<file path="src/rtl/bsg_fifo_1r1w_small.sv">
// Small one-read/one-write FIFO built as a circular buffer with an occupancy counter.
// Latency: 1 cycle enqueue->v_o. Backpressure: ready_o drops when full, independent of yumi_i.
module bsg_fifo_1r1w_small #(
    parameter int width_p = 32,
    parameter int els_p   = 32
) (
    input  logic               clk_i,
    input  logic               reset_i,
    input  logic               v_i,
    input  logic [width_p-1:0] data_i,
    output logic               ready_o,
    output logic               v_o,
    output logic [width_p-1:0] data_o,
    input  logic               yumi_i
);

    localparam int ptr_w_lp = (els_p > 1) ? $clog2(els_p) : 1;
    localparam int cnt_w_lp = $clog2(els_p + 1);
    localparam logic [ptr_w_lp-1:0] last_ptr_lp = ptr_w_lp'(els_p - 1);
    localparam logic [cnt_w_lp-1:0] full_cnt_lp = cnt_w_lp'(els_p);

    logic [width_p-1:0]  mem_q [els_p];
    logic [ptr_w_lp-1:0] wr_ptr_q, wr_ptr_d;
    logic [ptr_w_lp-1:0] rd_ptr_q, rd_ptr_d;
    logic [cnt_w_lp-1:0] cnt_q, cnt_d;
    logic                enq, deq;

    assign ready_o = (cnt_q != full_cnt_lp);
    assign v_o     = (cnt_q != '0);
    assign data_o  = mem_q[rd_ptr_q];

    // Gate with reset so the storage is not written while reset is held.
    assign enq = v_i & ready_o & reset_i;
    assign deq = yumi_i & v_o;

    always_comb begin
        wr_ptr_d = wr_ptr_q;
        rd_ptr_d = rd_ptr_q;
        cnt_d    = cnt_q;
        if (enq) begin
            wr_ptr_d = (wr_ptr_q == last_ptr_lp) ? '0 : wr_ptr_q + ptr_w_lp'(1);
        end
        if (deq) begin
            rd_ptr_d = (rd_ptr_q == last_ptr_lp) ? '0 : rd_ptr_q + ptr_w_lp'(1);
        end
        case ({enq, deq})
            2'b10:   cnt_d = cnt_q + cnt_w_lp'(1);
            2'b01:   cnt_d = cnt_q - cnt_w_lp'(1);
            default: cnt_d = cnt_q;
        endcase
    end

    always_ff @(posedge clk_i or negedge reset_i) begin
        if (!reset_i) begin
            wr_ptr_q <= '0;
            rd_ptr_q <= '0;
            cnt_q    <= '0;
        end else begin
            wr_ptr_q <= wr_ptr_d;
            rd_ptr_q <= rd_ptr_d;
            cnt_q    <= cnt_d;
        end
    end

    always_ff @(posedge clk_i) begin
        if (enq) begin
            mem_q[wr_ptr_q] <= data_i;
        end
    end

endmodule

</file>
<file path="config.mk">
export PLATFORM = sky130hd
export DESIGN_NAME = bsg_fifo_1r1w_small
export DESIGN_NICKNAME = d
export VERILOG_FILES = /design/src/rtl/bsg_fifo_1r1w_small.sv
export SDC_FILE = /design/constraint.sdc
export NUM_CORES = 1
export LEC_CHECK = 0
export BUFFER_PORTS_ARGS = -buffer_cell sky130_fd_sc_hd__buf_2
export CAP_MARGIN = 25
export CORE_ASPECT_RATIO = 1.1
export CORE_MARGIN = 2
export CORE_UTILIZATION = 67
export CTS_CLUSTER_DIAMETER = 80
export DETAILED_ROUTE_END_ITERATION = 7
export PLACE_DENSITY = 0.82
export SLEW_MARGIN = 20
export SYNTH_ARGS = -nofsm -noshare
export SYNTH_HDL_FRONTEND = slang
export SYNTH_SLANG_ARGS = --single-unit
export TNS_END_PERCENT = 10
</file>
<file path="constraint.sdc">
create_clock -name clk_i -period 4.55 [get_ports clk_i]
set_input_delay 0.2275 -clock clk_i [delete_from_list [all_inputs] [get_ports clk_i]]
set_output_delay 0.2275 -clock clk_i [all_outputs]
set_load 0.05 [all_outputs]
</file>
=== Yosys cells after proc, flatten, opt, wreduce, memory -nomap -nowiden ===
Memory sizes are Yosys's and may differ from the RTL's.
Index checks and enable logic that the tools add are counted.

* Register bits: 16
* Memory bits (writable): 1024
* Bits of input ports: 36
* Output and inout bits: 34
* Word-level logic and storage cells: 23
* Memories kept: 1

{| class="wikitable"
|+ Memory list
! name !! depth !! bits a word !! rd ports !! clocked after memory_dff !! wr ports !! RTL line !! text
|-
| mem_q || 32 || 32 || 1 || 0 || 1 || 22 || <nowiki>logic [width_p-1:0] mem_q [els_p];</nowiki>
|}

* Add/sub/neg operators: 4
* Eq/ne operators: 5
* Muxes and demuxes: 5
* Bitwise operators: 3
* Reductions and logical operators: 2

{| class="wikitable"
|+ Operators with widths
! operator !! count
|-
| $pmux 6 s2 || 1
|-
| $add 5x1->5 const B || 2
|-
| $eq 5x5->1 const B || 2
|-
| $mux 5 || 2
|-
| $add 6x1->6 const B || 1
|-
| $ne 6x6->1 const B || 1
|-
| $reduce_bool 6->1 || 1
|-
| $sub 6x1->6 const B || 1
|-
| $and 1x1->1 || 3
|-
| $eq 2x1->1 const B || 1
|-
| $eq 2x2->1 const B || 1
|-
| $mux 1 || 2
|-
| $reduce_bool 2->1 || 1
|}

=== Depth between registers and ports, before layout ===
* Word-level depth: 5
* Depth in mapped cells: 11
* Depth with buffers taken out: 10

=== Least setup slack after synthesis ===
Ideal clock, no wire load.

* Kind: flip-flop to flip-flop
* Start: register cnt_q[0]
* End: register cnt_q[5]
* Library setup time: 80 ps
* Arrival time: 2999 ps
* Data required time: 4470 ps
* Setup slack: 1471 ps
* Stages on the path, launching flop included: 11
* Buffers on the path: 1
* Clock period less this slack: 3079 ps
* Path through: dfrtp_1 -> or4_4 -> o311a_1 -> buf_6 -> clkinv_8 -> ha_1 -> ha_1 -> or4b_2 -> o311ai_0 -> or3b_2 -> xnor2_1

* Cells in the longest elaborated chain, start to end: 5
* Elaborated cells between the ends (all ways): 11
* Classes of those cells: add/sub (2); eq/ne (3); mux (1); bitwise (3); reduce/logical (2)

{| class="wikitable"
|+ Ends and longest elaborated chain
! what !! RTL line !! text
|-
| start, declared || 25 || <nowiki>logic [cnt_w_lp-1:0] cnt_q, cnt_d;</nowiki>
|-
| start signal, assigned || 61 || <nowiki>cnt_q <= cnt_d;</nowiki>
|-
| $ne 6x6->1 || 28 || <nowiki>assign ready_o = (cnt_q != full_cnt_lp);</nowiki>
|-
| $and 1x1->1 (2 in a row) || 33 || <nowiki>assign enq = v_i & ready_o & reset_i;</nowiki>
|-
| $eq 2x1->1 / $eq 2x2->1 (equally long branches) || 46 || <nowiki>case ({enq, deq})</nowiki>
|-
| $pmux 6 s2 / $reduce_bool 2->1 (equally long branches) || -- ||
|}

Several ways; a longest one is shown, not always the timed one.
A chain may end at the register's enable or synchronous reset.

=== Final worst setup path ===
* Start: register rd_ptr_q[2]
* End: output data_o[30]

* Cells in the longest elaborated chain, start to end: 1

{| class="wikitable"
|+ Ends and longest elaborated chain
! what !! RTL line !! text
|-
| start, declared || 24 || <nowiki>logic [ptr_w_lp-1:0] rd_ptr_q, rd_ptr_d;</nowiki>
|-
| start signal, assigned || 60 || <nowiki>rd_ptr_q <= rd_ptr_d;</nowiki>
|-
| $mem_v2 32x32 || -- ||
|-
| end, declared || 13 || <nowiki>output logic [width_p-1:0] data_o,</nowiki>
|}

Every way passes these cells.

==> flow_results.org <==
** Timing
- Fin. Hold Viols :: 0
- RSZ-0062 raised after global routing :: no
- At the pin with the least slew margin, the transition time is ~1100 ps.
- For this run, the top clock speed supported by timing is between 200 and 300 MHz.
- Clock Skew :: about 25 ps
- Number of failing setup endpoints in the final timing report :: 0
- Worst hold margin :: 36.0 ps
- In this run the tightest slew margin relative to its limit is 0.273.
- Accumulated negative setup slack :: 0 ps
- In the finished design, the share of the clock period the worst path needs comes to 0.856.
- The number of pins exceeding their max-slew limit in the final report came to 0.
- After layout, the minimum clock period comes to a little under 4000 ps.

** Floorplan
- Row generation in the floorplan step produced 93 rows.
- For this configuration, the core starts out at a cell density of 0.677.
- Full die area :: ~0.061 mm²
- Chip height :: between 200 and 300 µm
- The total area inside the core boundary comes to slightly below 0.06 mm².
- In this run the count of I/O pins placed on the die edge is 70.
- Die outline width :: roughly 240 µm

** Clocking
- CTS Hold Buffers Added :: 2
- TritonCTS clock tree :: done
- In this run the number of H-tree levels came out at 3.
- Sink Count :: roughly 1,000
- After clock tree synthesis, the clock-pin slew on the worst setup and hold paths is about 60 ps.
- Buffers added to address setup during post-CTS repair amount to 0.
- Worst-Skew Late Latency :: 660 ps
- In this run, CTS created clock tree buffers numbering between 90 and 100.
- The clock passes through at most 3 buffers.
- Gates resized during post-CTS repair numbered 0.
- The root buffer cell chosen for the clock tree is clkbuf_16.

** Power and ir drop
- The worst-case IR drop observed on VDD is 0.428 mV.
- Share of power burned in registers :: 0.404
- Clk network pwr share :: 0.301
- The internal power of the cells totals around 19 mW.
- The analysis attributes to net switching a power of 8.95 mW.
- Of the total power, the share spent switching nets is 0.326.
- Dividing total power by cell area gives a power density of a little over 600 mW/mm².
- Of the total power, combinational logic draws 0.295.
- In this run the static leakage power is about 14 nW.

** Logic synthesis
- Ys flop type :: edfxtp_1
- Gate count of the mapped netlist :: about 1,800
- Sequential element share of the synthesized area :: 0.784
- Yosys mapped the design onto around 50 distinct sky130hd cell types.
- For this run, the number of Yosys warnings is 0.
- Summing every instance area after synthesis gives ~0.040 mm².
- Number of nets produced by synthesis :: roughly 1,900
- Synthesis inferred roughly 1,000 register bits.
- In the synthesized netlist the async set-or-reset flop fraction comes to 0.0154.
- Post-Syn Area per Cell :: 21.8 µm²
- The synthesized design contains ~1,000 enable-type register cells.

** Drt
- DRT iter0 DRCs :: between 2,000 and 3,000
- For this run, the detailed router's first-pass iteration total came to 5.
- Residual antenna-violating net count after detailed routing :: 0
- Using the TritonRoute via totals, the vias-per-cell ratio works out to about 7.3.
- After detailed routing, the number of remaining DRC violations is 0.
- In the final routed layout, each cell accounts on average for between 30 and 40 µm.
- Wires add up to 96,000 µm.
- Routed via count :: approximately 20,000

** Placement
- Input and output buffers added on the ports amount to a little under 70.
- HPWL after detailed placement :: 52,000 µm
- In this run the cell area measured after placement is 0.0415 mm².
- Final Wtd Congestion :: roughly 0.9

** Global routing
- Number of global-route vias before repair :: 21,178
- Wire length of the first global-routing pass :: around 140,000 µm
- Pin count of the biggest net entering global routing :: 53
- Summed over all layers, the global routing overflow is 0.
- Total routing resource utilization after global routing :: 0.321
- Number of antenna violations at the first check in global routing :: 2

** Setup path
- Among the stages of the critical path, the cell type that occurs most often is buf_12.
- Traced cell by cell, the critical path runs through nand3b_1, buf_12, buf_12, o22ai_1, a2111oi_0, a311oi_1, buf_2.
- The critical path is of the reg -> out type.
- For this run, the slowest stage of the critical path takes 660 ps.
- The setup check on the worst reg-to-reg path leaves a slack of 1060 ps.
- Critical path startpoint category :: register
- Critical Path End Type :: primary output
- STA puts the critical path data required time at about 4300 ps.
- Signal arrival time at the worst endpoint :: approximately 3700 ps
- Among cell families on the critical path, the largest total delay comes from compound AO/OA/AOI/OAI gates.
- In this run the worst path has a maximum fanout of 29.
- The slowest stage of the critical path is the dfrtp_4 cell.
- Crit path buf inv count :: 3

** Status
- Status :: finished, final reports clean

** Layout
- In the final layout, the share of cells above drive strength 1 is 0.259.
- Finished layout cell area :: about 0.045 mm²
- Layout overhead on the synthesized area :: 12.7%
- Nets@finish :: 2,006

** Flow run
- # Max-Cap Violations :: 0

** Hold path
- Class of the tightest hold or removal check :: in -> async
==> final timing paths <==
| check | startpoint | end | cells after the start |
|---|---|---|---|
| max in group asynchronous | reset_i | rd_ptr_q[1] | 2 |
| hold reg to reg | cnt_q[4] | cnt_q[4] | 2 |
| hold / removal | reset_i | cnt_q[0] | 2 |
| min in group clk_i | data_i[27] | mem_q[28][27] | 1 |
| setup reg to reg | cnt_q[0] | cnt_q[5] | 9 |
| setup / recovery | rd_ptr_q[2] | data_o[30] | 7 |
==> power by group through the flow <==
stage                     registers (mW)  clock network [mW]  logic, mW
after global routing                11.1                8.62       8.42
final                               11.1                8.26       8.10
after CTS                           11.2                8.30       7.99
after global placement              11.3                   0       7.70
after floorplan                     11.1                   0       5.68
after detailed placement            11.4                   0       7.83
==> kinds of logic after synthesis <==
logic type	after synthesis	share of synthesized area
adder cells (fa/ha/maj)	13	0.00428
buffers and inverters	115	0.0135
AO/OA/AOI/OAI	244	0.0442
AND/OR/NAND/NOR	86	0.0111
multiplexers	322	0.142
flip-flops	1040	0.784
XOR/XNOR	3	0.000662
==> through the flow <==
| stage | util | std cells | setup slack, ps | power [mW] |
|---|---|---|---|---|
| 2_1_floorplan | - | 1823 | 1470 | 16.8 |
| 3_3_place_gp | 0.707 | 2613 | 1180 | 19.0 |
| 3_5_place_dp | 0.708 | 2616 | 1120 | 19.2 |
| 4_1_cts | 0.763 | 2791 | 554 | 27.4 |
| 5_1_grt | 0.763 | 2793 | 555 | 28.2 |
| 6_report | 0.763 | 2794 | 654 | 27.5 |
==> layer usage <==
metal  up-vias  wire, µm  GRT usage
li1       8038         -          -
met5         -         0          0
met1     10505     32700      0.426
met3       250     10400     0.0574
met2      1571     48700      0.538
met4         0      4130      0.137
==> worst reg2reg max path: cells and delay by family, from the launching register on <==
family | cells | cell delay [ps]
simple gates | 3 | 1470
compound gates | 2 | 650
fa+ha+maj | 2 | 630
flops | 1 | 440
buf+inv | 1 | 110
xor+xnor | 1 | 110
==> Yosys cell counts, drive strengths merged (2+ instances only) <==
cell type  number  area share
and3            2     0.00031
a21oi          62      0.0078
nand3b          5     0.00095
or3b            4     0.00088
or3             4     0.00072
nor4            3     0.00047
a21o            2     0.00041
a211oi          2     0.00038
mux2            2     0.00057
nand3           4     0.00050
mux4          193        0.11
edfxtp       1024        0.77
dfrtp          16       0.010
buf            56      0.0076
ha             12      0.0038
o221ai         62       0.014
clkbuf         49      0.0047
a221o           2     0.00050
a22oi          93       0.018
o31ai           3     0.00091
inv             9     0.00085
a2111oi         2     0.00044
mux2i         127       0.032
nor2b           5     0.00079
or4b            2     0.00050
nor2           37      0.0035
nand2          14      0.0013
xnor2           2     0.00044
o21ai          10      0.0013
==> placed cells by master (no fill, tap or decap), types with 3 or more instances in the layout <==
master	Yosys	layout
or3b_2	4	4
ha_1	12	12
a22oi_1	93	93
nor2_4	0	33
nor2_1	37	4
o221ai_1	62	62
clkinvlp_4	0	4
or3_2	3	3
clkinv_2	0	17
nand3b_1	5	5
mux2i_1	127	127
nand3_1	4	3
a21oi_1	62	62
clkbuf_1	48	12
mux4_2	193	193
clkbuf_16	0	98
buf_4	7	55
nand2_1	14	14
inv_1	9	9
dfrtp_4	0	3
dfrtp_1	16	12
inv_6	0	3
nor2b_1	5	3
buf_2	45	69
bufinv_16	0	15
nor4_1	3	3
o21ai_0	10	10
clkinv_1	0	22
buf_12	0	14
edfxtp_1	1024	1024
==> final cells by class <==
cell class,instances,area (µm²)
diodes,2,5.00
clock buffers,110,2500
clock inverters,63,699
fillers,2877,13900
inverters,10,50.0
multi-input cells,668,8310
flip-flops and latches,1040,31200
well taps,760,951
repair buffers,141,1090
==> registers in the layout, indices dropped and copies added (netlist names) <==
name,flops
cnt_q,6
mem_q,1024
wr_ptr_q,5
rd_ptr_q,5
Note: power is estimated with default switching activity, not from simulation.
